$ cat src/rtl/aes_stream_pkg.sv
// aes_stream_pkg: shared types and helpers for the AES block/word stream converters.
package aes_stream_pkg;
  function automatic int n_words(input int in_width, input int out_width);
    return in_width / out_width;
  endfunction
  localparam int N_WORDS = n_words(128, 32);
  typedef logic [$clog2(N_WORDS)-1:0] word_idx_t;
  typedef enum logic {IDLE, SEND} state_t;
endpackage

$ cat src/rtl/block_serializer.sv
// block_serializer: splits one IN_WIDTH block per handshake into up to N OUT_WIDTH words.
module block_serializer
  import aes_stream_pkg::*;
#(
  parameter int IN_WIDTH  = 128,
  parameter int OUT_WIDTH = 32,
  parameter bit MSW_FIRST = 1'b0
) (
  input  logic                                     clk_i,
  input  logic                                     rst_i,
  input  logic                                     clr_i,
  input  logic                                     enable_i,
  input  logic                                     valid_i,
  output logic                                     ready_o,
  input  logic [IN_WIDTH-1:0]                      block_i,
  input  logic [$clog2(IN_WIDTH/OUT_WIDTH):0]      nwords_i,
  input  logic                                     last_i,
  output logic                                     valid_o,
  input  logic                                     ready_i,
  output logic [OUT_WIDTH-1:0]                     word_o,
  output logic                                     last_o
);
  localparam int N  = n_words(IN_WIDTH, OUT_WIDTH);
  localparam int CW = (N > 1) ? $clog2(N) : 1;
  state_t state_q, state_d;
  logic [CW-1:0] cnt_q, last_idx_q, eff_last, idx;
  logic [IN_WIDTH-1:0] hold_q;
  logic last_q, final_w, in_xfer, out_xfer;
  always_comb begin
    eff_last = (nwords_i == '0 || int'(nwords_i) > N) ? CW'(N - 1) : CW'(int'(nwords_i) - 1);
    final_w  = cnt_q == last_idx_q;
    valid_o  = state_q == SEND;
    ready_o  = enable_i & ((state_q == IDLE) | (valid_o & final_w & ready_i));
    in_xfer  = valid_i & ready_o;
    out_xfer = valid_o & ready_i;
    last_o   = valid_o & last_q & final_w;
    idx      = MSW_FIRST ? CW'(N - 1) - cnt_q : cnt_q;
    word_o   = hold_q[int'(idx)*OUT_WIDTH +: OUT_WIDTH];
    state_d  = in_xfer ? SEND : (out_xfer & final_w) ? IDLE : state_q;
  end
  always_ff @(posedge clk_i or posedge rst_i) begin
    if (rst_i) begin
      state_q    <= IDLE;
      cnt_q      <= '0;
      last_idx_q <= '0;
      hold_q     <= '0;
      last_q     <= 1'b0;
    end else if (clr_i) begin
      state_q    <= IDLE;
      cnt_q      <= '0;
      last_idx_q <= '0;
      hold_q     <= '0;
      last_q     <= 1'b0;
    end else begin
      state_q <= state_d;
      // A new block loaded on the final-word transfer restarts the count without a bubble
      if (in_xfer) begin
        hold_q     <= block_i;
        last_idx_q <= eff_last;
        last_q     <= last_i;
        cnt_q      <= '0;
      end else if (out_xfer) begin
        cnt_q <= cnt_q + 1'b1;
      end
    end
  end
endmodule
$ cat config.mk
export PLATFORM = sky130hd
export DESIGN_NAME = block_serializer
export DESIGN_NICKNAME = d
export VERILOG_FILES = /design/src/rtl/aes_stream_pkg.sv /design/src/rtl/block_serializer.sv
export SDC_FILE = /design/constraint.sdc
export NUM_CORES = 1
export LEC_CHECK = 0
export BUFFER_PORTS_ARGS = -buffer_cell sky130_fd_sc_hd__buf_2
export CORE_ASPECT_RATIO = 1.2
export CORE_UTILIZATION = 50
export DETAILED_ROUTE_END_ITERATION = 7
export PLACE_DENSITY = 0.75
export SLEW_MARGIN = 20
export SYNTH_ARGS = -nofsm -noshare
export SYNTH_HDL_FRONTEND = slang
export SYNTH_SLANG_ARGS = --single-unit
$ cat constraint.sdc
create_clock -name clk_i -period 8.3 [get_ports clk_i]
set_clock_uncertainty 0.05 [all_clocks]
set_input_delay 0.415 -clock clk_i [delete_from_list [all_inputs] [get_ports clk_i]]
set_output_delay 0.415 -clock clk_i [all_outputs]
set_load 0.05 [all_outputs]
==> metrics.txt <==
CTS tree=done; # setup viols final=0; status=finished with violations; DRT Pass-1 Iters=5; chip width=about 110 microns; post_cts resized=0; storage element area=3360 sq um; Filler cells=between 1k and 1.5k; Syn Area/Cell=approximately 12 sq um; #FFs+latches synth=roughly 130; drc violations=0; Slew @ Worst Pin=around 1.1 ns; TritonCTS Buffers=17; CP cell instances=xnor2_1, a31o_4, buf_4, mux2i_1; Slew HR=0.273; worst-path fanout max=59; Critical Path RT=8.57 ns; clock slew at reported path FFs=approximately 0.060 ns; maximum clock path buffer count=2; busiest metal layer after global routing=met2; VDD IR max=0.143 mV; number of synthesized flops with an enable pin=0; Commonest cells post-synth=nand2b_1, dfrtp_1, mux2i_1; critical path endpoint category=flip-flop; critical path startpoint category=flip-flop; cell count after synthesis=around 630; Ports=approximately 170; antenna viol nets, final=0; Die Span Y=136 microns; syn nets=773; Layout Nets=917; number of setup buffers added after CTS=0; WHS=-0.0124 ns; most common cell in the synthesized netlist=nand2b_1; DR vias=5065; share of layout cells above drive strength 1=0.310; Clk Latency, worst-skew pair=approximately 0.42 ns; Area contributors post-synth=dfrtp_1, nand2b_1, mux2i_1, mux4_2, buf_6; R2R cell count=4; Tot Pwr=1.77 mW; CP Data Arrival Time=3.39 ns; initial core utilization=0.517; CTS H-tree depth=4; slowest stage delay, CP=~1.1 ns; first-pass GRT wire length=26100 microns; met2 usage=0.355; maxcap violations=0; setup_tns=0 ns; initial antenna violation count=3; critical path class=reg -> reg; Mapped Area=around 7500 sq um; Root Buffer=clkbuf_16; DP Wirelength=approximately 10000 microns; unrepaired setup endpoints after global routing=false; WL/cell=between 15 and 20 microns; GP Congestion=around 0.80; CTS Hold Buffers Added=0; total track usage=0.219; Power Density=approximately 200 nW/um^2; worst min path class=in -> async; largest net degree at the start of global routing=about 150; Fmax=321 MHz; Final min period=about 3.1 ns; Critical-path top delay cell=dfrtp_2; Final period util=0.375; vias per cell=roughly 5.1; Yosys warnings=0; final wirelength=about 16000 microns; GRT overflow=0; vias in the first global route=5316; Yosys cell types=23; sequential cell area fraction in the yosys report=0.448; Core Box Area=roughly 14000 sq um; Yosys top cell area share=0.448; Clock Sinks=~130; Row Count=48; cell taking the most area after synthesis=dfrtp_1; area of the multi-input gates=about 3800 sq um; M3 GR Usage=0.0539; Slew Limit Fails=0; Initial DRC Count=~280; Pleak=between 4 and 5 nW; Synth async-reset ratio=1.00; grt met1 use=0.283; port bufs=about 170; final hold vios=13; synth-to-layout area growth=19.8%; ys flop type=dfrtp_1; die area=15500 sq um; failing checks=negative hold slack
cell families (layout without fill, tap and decap cells):
| group | count (synthesis) | in the layout | synth area share |
|---|---|---|---|
| AOI/OAI and AO/OA | 8 | 8 | 0.00819 |
| xor gates and xnor gates | 6 | 6 | 0.00702 |
| adders and majority gates | 1 | 1 | 0.00167 |
| buffers and inverters | 57 | 214 | 0.0431 |
| DFF | 134 | 134 | 0.448 |
| muxes | 161 | 161 | 0.269 |
| other | 0 | 2 | 0 |
| and+or+nand+nor | 267 | 267 | 0.223 |
worst max-delay path, delay by kind of cell, from the launching register on:
| family | cells | cell delay [ns] |
|---|---|---|
| DFF | 1 | 1.07 |
| xor gates and xnor gates | 1 | 0.26 |
| AOI/OAI and AO/OA | 1 | 0.47 |
| buffers and inverters | 1 | 0.82 |
| muxes | 1 | 0.30 |
metrics by stage:
step / instance area [sq um] / std cells / util / setup slack [ns]
6_report: 8970 / 993 / 0.619 / 5.18
5_1_grt: 8960 / 992 / 0.619 / 4.97
4_1_cts: 8960 / 991 / 0.619 / 5.08
3_5_place_dp: 8350 / 959 / 0.577 / 5.14
3_3_place_gp: 8350 / 959 / 0.577 / 5.24
2_1_floorplan: 7480 / 634 / - / 4.25
layer usage:
layer	vias up	wire (microns)	part of all wire
met5	-	16	0.0010
met4	2	285	0.018
met3	21	712	0.045
met2	137	8010	0.50
met1	2488	6950	0.43
li1	2417	-	-
cells in the final DEF, fill, tap and decap left out, types with 2 or more instances in the layout:
master,count
dfrtp_2,2
mux4_2,32
xor2_1,2
inv_1,4
clkinv_2,7
bufinv_16,3
xnor2_1,4
and3_1,2
a21oi_1,2
buf_4,5
nand2b_1,258
nand2_1,2
buf_2,171
dfrtp_1,132
mux2i_1,129
diode_2,2
a311oi_1,4
clkbuf_16,17
clkbuf_8,4
path summary, 6_finish.rpt:
check                                end        start  slack, ns
min reg2reg                    hold_q[4]    hold_q[4]       0.49
max in group asynchronous       cnt_q[0]        rst_i       7.09
min in group clk_i         last_idx_q[0]  nwords_i[0]       0.16
max                           hold_q[70]     cnt_q[1]       5.18
min                           hold_q[21]        rst_i      -0.01
max reg2reg                   hold_q[70]     cnt_q[1]       5.18
sequential cells by signal, summed over array words and instances (netlist names):
register    cells
last_idx_q      2
hold_q        128
valid_o         1
cnt_q           2
last_q          1
where the power goes:
part	total (mW)	switching, mW	internal [mW]
logic	0.274	0.153	0.121
clock network	0.773	0.273	0.500
registers	0.722	0.0251	0.697
area by class of cell:
type | instances | share of cell area
multi-input cells | 443 | 0.426
diodes | 2 | 0.000558
well taps | 200 | 0.0279
clock buffers | 22 | 0.0540
inverters | 5 | 0.00265
clock inverters | 10 | 0.0140
flip-flops and latches | 134 | 0.374
repair buffers | 177 | 0.101
Note: power is estimated with default switching activity, not from simulation.
